==> config.mk <==
export PLATFORM = sky130hd
export DESIGN_NAME = button_conditioner
export DESIGN_NICKNAME = d
export VERILOG_FILES = /design/src/rtl/button_conditioner_pkg.sv /design/src/rtl/button_conditioner_channel.sv /design/src/rtl/button_conditioner.sv
export VERILOG_INCLUDE_DIRS = /design/src /design/src/rtl
export SDC_FILE = /design/constraint.sdc
export NUM_CORES = 1
export LEC_CHECK = 0
export CAP_MARGIN = 25
export CORE_AREA = 2 2 45 88
export CTS_CLUSTER_SIZE = 14
export DETAILED_ROUTE_END_ITERATION = 10
export DIE_AREA = 0 0 47 90
export SLEW_MARGIN = 40
export SYNTH_ARGS = -nofsm -noshare
export SYNTH_HDL_FRONTEND = slang
export SYNTH_SLANG_ARGS = --single-unit
==> constraint.sdc <==
create_clock -name clk -period 3.7 [get_ports clk]
set_input_delay 0.37 -clock clk [delete_from_list [all_inputs] [get_ports clk]]
set_output_delay 0.37 -clock clk [all_outputs]
set_load 0.005 [all_outputs]
==> src/rtl/button_conditioner_defs.svh <==
// Button encodings and default debounce length shared with the lab state machine.
`ifndef BUTTON_CONDITIONER_DEFS_SVH
`define BUTTON_CONDITIONER_DEFS_SVH

`define BTN_B1               3'b001
`define BTN_B2               3'b010
`define BTN_B3B1             3'b101
`define BTN_B3B2             3'b110
`define BTN_DEBOUNCE_CYCLES  16

`endif

==> src/rtl/button_conditioner_pkg.sv <==
// Typed view of the shared button constants for SystemVerilog users.
// Latency/backpressure: n/a, constants only.
package button_conditioner_pkg;

`include "button_conditioner_defs.svh"

    typedef logic [3:1] btn_t;

    localparam btn_t B1   = `BTN_B1;
    localparam btn_t B2   = `BTN_B2;
    localparam btn_t B3B1 = `BTN_B3B1;
    localparam btn_t B3B2 = `BTN_B3B2;

    localparam int DEBOUNCE_CYCLES_DEFAULT = `BTN_DEBOUNCE_CYCLES;

endpackage

==> src/rtl/button_conditioner_channel.sv <==
// One button bit: 2-flop synchroniser, stability counter, stable level and press pulse.
// Latency DEBOUNCE_CYCLES+2 cycles raw->clean; no backpressure (level input).
module debounce_channel #(
    parameter int DEBOUNCE_CYCLES = 16
) (
    input  logic clk,
    input  logic rst_n,
    input  logic raw,
    output logic clean,
    output logic clean_nxt,
    output logic press
);

    localparam int                CNT_W   = $clog2(DEBOUNCE_CYCLES);
    localparam logic [CNT_W-1:0]  CNT_MAX = CNT_W'(DEBOUNCE_CYCLES - 1);

    logic             sync1_q, sync1_d;
    logic             sync2_q, sync2_d;
    logic [CNT_W-1:0] cnt_q, cnt_d;
    logic             stable_q, stable_d;
    logic             press_q, press_d;

    always_comb begin
        sync1_d  = raw;
        sync2_d  = sync1_q;
        stable_d = stable_q;
        cnt_d    = cnt_q;
        // Any cycle agreeing with the stable level restarts the run.
        if (sync2_q == stable_q) begin
            cnt_d = '0;
        end else if (cnt_q == CNT_MAX) begin
            stable_d = sync2_q;
            cnt_d    = '0;
        end else begin
            cnt_d = cnt_q + CNT_W'(1);
        end
        press_d = stable_d & ~stable_q;
    end

    always_ff @(posedge clk or negedge rst_n) begin
        if (!rst_n) begin
            sync1_q  <= 1'b0;
            sync2_q  <= 1'b0;
            cnt_q    <= '0;
            stable_q <= 1'b0;
            press_q  <= 1'b0;
        end else begin
            sync1_q  <= sync1_d;
            sync2_q  <= sync2_d;
            cnt_q    <= cnt_d;
            stable_q <= stable_d;
            press_q  <= press_d;
        end
    end

    assign clean     = stable_q;
    assign clean_nxt = stable_d;
    assign press     = press_q;

endmodule

==> src/rtl/button_conditioner.sv <==
// Three independent debounced buttons feeding the lab state machine, plus press pulses and any-held flag.
// Latency DEBOUNCE_CYCLES+2 cycles raw->clean; no backpressure (level inputs).
module button_conditioner
    import button_conditioner_pkg::*;
#(
    parameter int DEBOUNCE_CYCLES = DEBOUNCE_CYCLES_DEFAULT
) (
    input  logic       clk,
    input  logic       rst_n,
    input  logic [3:1] b_raw,
    output logic [3:1] b_clean,
    output logic [3:1] b_press,
    output logic       b_any
);

    btn_t clean_nxt;
    logic any_q, any_d;

    for (genvar i = 1; i <= 3; i++) begin : g_ch
        debounce_channel #(
            .DEBOUNCE_CYCLES (DEBOUNCE_CYCLES)
        ) u_ch (
            .clk       (clk),
            .rst_n     (rst_n),
            .raw       (b_raw[i]),
            .clean     (b_clean[i]),
            .clean_nxt (clean_nxt[i]),
            .press     (b_press[i])
        );
    end

    // Built from next-state so it moves in the same cycle as b_clean.
    always_comb begin
        any_d = |clean_nxt;
    end

    always_ff @(posedge clk or negedge rst_n) begin
        if (!rst_n) begin
            any_q <= 1'b0;
        end else begin
            any_q <= any_d;
        end
    end

    assign b_any = any_q;

endmodule

==> results.cfg, run 1 <==
[status]
status = finished clean

[power_and_ir_drop]
clock_power_share_pct = 32.1
powerDensity_nw_per_um2 = 411
p_switching_mw = 0.0990
p_leak_nw = 0.489
pwr-share-comb_pct = 5.8
vdd_drop_max_v = 0.000169
design_power_total_mw = 0.474
p_int_mw = 0.375
seq_power_share_pct = 62.1
switching_share_pct = 20.9

[synth]
synth.net_count = 82
ys.flop_type = dfrtp_1
yosysWarnings = 0
synthDominantCellAreaShare_pct = 63.4
synth_xor_xnor_area_share_pct = 5.32
synthTopCellsByArea = dfrtp_1 (63%), xnor2_1 (5.3%), buf_4 (4.6%), ha_1 (3.8%), nor3b_1 (3.8%)
ys_seq_area_share_pct = 63.4
synth_top_family_by_area = simple AND/OR/NAND/NOR gates
synth_edf_count = 0
async_flop_share_pct = 100
syn_avg_cell_area_sq_um = 13.3
yosys.area_share.adder_pct = 3.80
synth_area_sq_um = 987
synthCells = 74
synth.distinct_cells = 17
synth_common_cells = dfrtp_1 (25), a21oi_1 (6), buf_4 (6), xnor2_1 (6), nor3b_1 (5)
ys_ff_latch = 25
synthMuxAreaShare_pct = 4.18
synthSimpleGateAreaFrac_pct = 12.2
yosysMostFrequentCell = dfrtp_1
synth_top_cell_by_area = dfrtp_1
synth_compound_area_share_pct = 5.45

[drt]
first_iter_violations = 14
ant_nets = 0
routedWlPerCell_microns = 10.6
routed_via_density = 4.26
post-route-drc-count = 0
num_vias = 562
routed_wirelength_microns = 1400
dr.pass1.iters = 2

[timing]
fin_tns_setup_ps = 0
whs_ps = 79.0
rsz0062_at_grt = false
period_share_pct = 43.4
finalMaxSlewViolations = 0
setup_viol = 0
fin_ws_ps = 2100
tightest_slew_ps = 526
hold_violations = 0
relSlewSlack_pct = 65.0
fin_crit_ps = 1600
fin_skew_ps = 2.79
fmax_mhz = 623

[clocking]
clk_pin_slew_ps = 80
cts_repair_resize_count = 0
cts_tree = done
post_cts_buffers = 0
cts_buffers = 3
cts_sinks = 25
cts.hold.buffers_added = 0
clock_latency_ps = 260
cts-root-buf = clkbuf_8
cts_max_path_buffers = 2
htreeDepth = 1

[layout]
multiInputGateArea_sq_um = 305
n_fill_cell = 383
final_nets = 92
fin_area_sq_um = 1150
regArea_sq_um = 626
antenna_cells = 0
layout-drive-gt1-share_pct = 9.64
areaGrowthSynthToFinish_pct = 16.9

[worst_setup_path]
path_class = flip-flop to flip-flop
slowest_stage = dfrtp_1
critPathRequiredTime_ps = 3830
start_kind = flip-flop
max_stage_delay_ps = 420
endpoint_kind = flip-flop
crit_chain = ha_1, nand3_1, mux2_4, or3_1
critPathArrivalTime_ps = 1740
crit_fanout = 4

[grt]
grt_pass1_wl_microns = 2390
antenna_found_initial = 0
grt-ovfl-total = 0
grt.total_usage_pct = 7.47
first_global_vias = 563
grt_max_degree = 26

[hold_path]
hold_path.class = primary input to asynchronous set/reset pin

[floorplanning]
coreArea_sq_um = 3570
start_util_pct = 27.7
io_pins = 12
fp.dieArea_sq_um = 4230
num_rows = 31
die_w_microns = 47
die_y_microns = 90

[place]
place_congestion = 0.687
portBuffers = 11
dp_hpwl_microns = 1040
placed_area_sq_um = 1110
pre_cts_ws_ps = 2120

[flow_run]
max_cap_violations = 0
[worst max-delay path: cells and delay by family, from the launching register on]
kind | cells | cell delay, ps
DFF | 1 | 420
muxes | 1 | 320
and+or+nand+nor | 2 | 490
adders and majority gates | 1 | 260
[layout make-up]
class | count | area share, %
Inverter | 3 | 0.976
Timing Repair Buffer | 11 | 9.11
Sequential cell | 25 | 54.2
Tap cell | 49 | 5.31
Clock buffer | 4 | 3.90
Multi-Input combinational cell | 40 | 26.5
[sequential cells by signal (all words and copies together) (netlist names)]
| signal | count |
|---|---|
| g_ch.u_ch.press | 3 |
| b_any | 1 |
| g_ch.u_ch.cnt_q | 12 |
| g_ch.u_ch.sync1_q | 3 |
| g_ch.u_ch.clean | 3 |
| g_ch.u_ch.sync2_q | 3 |
[layout by cell type (no fill, tap or decap), drive strengths merged]
cell	instances
o21ai	3
mux2	3
a311oi	1
dfrtp	25
clkdlybuf4s50	10
clkbuf	4
xnor2	6
nor3b	5
nand3	3
nor2	3
a21oi	6
nand4b	3
inv	3
buf	1
or3	1
ha	3
nor2b	3
[worst paths after layout]
path,start,to,slack [ps],cells past startpoint
worst max-delay path,g_ch[2].u_ch.cnt_q[0],b_any,2100,4
worst min-delay path,rst_n,g_ch[3].u_ch.cnt_q[2],80,1
worst max register to register,g_ch[2].u_ch.cnt_q[0],b_any,2100,4
worst min register to register,g_ch[3].u_ch.sync1_q,g_ch[3].u_ch.sync2_q,350,0
max in group asynchronous,rst_n,b_any,3270,1
min in group clk,g_ch[3].u_ch.sync1_q,g_ch[3].u_ch.sync2_q,350,0
[through the flow]
step / util (%) / cells
2_1_floorplan: - / 74
3_3_place_gp: 31.2 / 128
3_5_place_dp: 31.1 / 128
4_1_cts: 32.3 / 132
5_1_grt: 32.3 / 132
6_report: 32.3 / 132
[kinds of logic after synthesis]
group | Yosys count
muxes | 3
adders and majority gates | 3
and+or+nand+nor | 18
buffers and inverters | 9
DFF | 25
xor gates and xnor gates | 6
AOI/OAI and AO/OA | 10
[power groups by stage]
| stage | logic [mW] | clock network (mW) | registers [mW] |
|---|---|---|---|
| after floorplan | 0.0167 | 0 | 0.297 |
| after global routing | 0.0329 | 0.173 | 0.296 |
| after CTS | 0.0288 | 0.161 | 0.294 |
| after global placement | 0.0276 | 0 | 0.299 |
| final | 0.0277 | 0.152 | 0.294 |
| after detailed placement | 0.0280 | 0 | 0.300 |
[metal layers]
layer | track usage, % | up-vias | wire, microns
met5 | 0 | - | 0
met4 | 2.78 | 0 | 12
met3 | 1.81 | 2 | 59
met2 | 12.8 | 10 | 784
met1 | 8.34 | 286 | 542
li1 | - | 264 | -
No activity file was read; power rests on OpenSTA's default activity.
==> run 2: changes to the inputs <==
Clock period 3.7 ns to 1.45 ns, I/O delays scaled along.
==> results.cfg, run 2 (same netlist as run 1, synthesis figures left out) <==
[power_and_ir_drop]
seq_power_share_pct = 58.9
clock_power_share_pct = 31.2
p_int_mw = 0.990
p_switching_mw = 0.279
design_power_total_mw = 1.27
switching_share_pct = 22.0
pwr-share-comb_pct = 9.8
powerDensity_nw_per_um2 = 967
p_leak_nw = 0.572
vdd_drop_max_v = 0.000343

[layout]
mostFrequentLayoutCells = dfrtp_1 (25), buf_4 (17), clkdlybuf4s50_1 (11), xnor2_1 (6), a21oi_1 (6)
multiInputGateArea_sq_um = 330
regArea_sq_um = 626
fin_util_pct = 36.8
antenna_cells = 0
n_fill_cell = 368
instances_no_fill = 149
final_common_cell = dfrtp_1
layout-drive-gt1-share_pct = 30.0
top_register = g_ch.u_ch.cnt_q
areaGrowthSynthToFinish_pct = 33.0
final_nets = 109
fin_area_sq_um = 1310
largest_register_ffs = 12

[flow_run]
max_cap_violations = 0

[grt]
grt-ovfl-total = 0
first_global_vias = 704
antenna_found_initial = 0
grt_max_degree = 26
grt_pass1_wl_microns = 2770
grt.total_usage_pct = 8.86

[place]
portBuffers = 11
pre_cts_ws_ps = -18.5
dp_hpwl_microns = 1170
place_congestion = 0.631
dp.cells = 137
placed_area_sq_um = 1190

[timing]
fmax_mhz = 691
relSlewSlack_pct = 75.8
hold_violations = 0
whs_ps = 235
rsz0062_at_grt = true
tightest_slew_ps = 360
fin_tns_setup_ps = 0
fin_skew_ps = 2.02
period_share_pct = 99.8
fin_ws_ps = 2.32
fin_crit_ps = 1450
setup_viol = 0
finalMaxSlewViolations = 0

[worst_setup_path]
start_kind = flip-flop
cp-startpoint = g_ch[2].u_ch.cnt_q[0]
crit_family = simple AND/OR/NAND/NOR gates
reg2reg_from = g_ch[2].u_ch.cnt_q[0]
crit_fanout = 3
critPathArrivalTime_ps = 1590
slowest_stage = dfrtp_1
endpoint_kind = flip-flop
critPathRequiredTime_ps = 1600
crit_chain = ha_2, nand3_4, mux2_4, or3_1
path_class = flip-flop to flip-flop
max_stage_delay_ps = 400
path_buf_inv = 0

[floorplanning]
fp.dieArea_sq_um = 4230
die_w_microns = 47
io_pins = 12
start_util_pct = 27.7
num_rows = 31
die_y_microns = 90
coreArea_sq_um = 3570

[drt]
dr_wl_met2_microns = 983
num_vias = 636
routedWlPerCell_microns = 11.4
first_iter_violations = 9
highest_layer = met4
met1_length_microns = 630
wl_met3_microns = 55
dr.pass1.iters = 4
ant_nets = 0
post-route-drc-count = 0
routed_wirelength_microns = 1700
routed_via_density = 4.27

[clocking]
cts_tree = done
clk_pin_slew_ps = 80
cts_sinks = 25
cts_buffers = 3
cts_max_path_buffers = 2
cts-root-buf = clkbuf_8
clock_latency_ps = 260
htreeDepth = 1
cts.hold.buffers_added = 0

[hold_path]
hold_path.class = primary input to asynchronous set/reset pin

[status]
status = finished clean
run 2: changes by cell type in the layout (fill, tap and decap cells not counted), moves of 2 or more:
cell     before  now
buf_4         0   17
ha_2          0    3
ha_1          3    0
nand3_1       2    0
run 2: layer usage:
metal	GRT usage (%)	vias to the layer above
met5	0	-
met4	4.17	0
met3	1.81	4
met2	16.4	13
met1	8.19	321
li1	-	298
run 2: worst paths after layout:
check,endpoint,slack (ps),depth (start not counted)
min in group clk,g_ch[2].u_ch.sync1_q,310,1
hold reg to reg,g_ch[3].u_ch.sync2_q,360,0
setup / recovery,b_any,2,4
max in group asynchronous,g_ch[3].u_ch.sync1_q,970,2
setup reg to reg,b_any,2,4
hold / removal,g_ch[3].u_ch.press,240,2
run 2: final cells by class:
cell class                 instances  area share (%)
sequential                        25            47.7
multi-input combinational         40            25.2
timing repair buffer              28            18.1
tap                               49            4.67
clock buffer                       3            3.15
inverter                           3           0.858
clock inverter                     1           0.381
run 2: power by group through the flow:
| stage | combinational [mW] | clock [mW] | sequential, mW |
|---|---|---|---|
| 2_1_floorplan | 0.0442 | 0 | 0.760 |
| 3_3_place_gp | 0.0947 | 0 | 0.759 |
| 3_5_place_dp | 0.0988 | 0 | 0.762 |
| 4_1_cts | 0.114 | 0.422 | 0.747 |
| 5_1_grt | 0.141 | 0.442 | 0.751 |
| 6_report | 0.125 | 0.396 | 0.748 |
run 2: worst reg2reg max path: cells and delay by family (launching register included):
kind	cells	cell delay [ps]
muxes	1	300
adders and majority gates	1	210
DFF	1	400
and+or+nand+nor	2	420
run 2: what timing repair did:
action | in CTS | in global routing
resized for setup | 1 | 1
pin swaps | 2 | 1
endpoints found under the setup margin | 1 | 1
setup buffers | 5 | 3
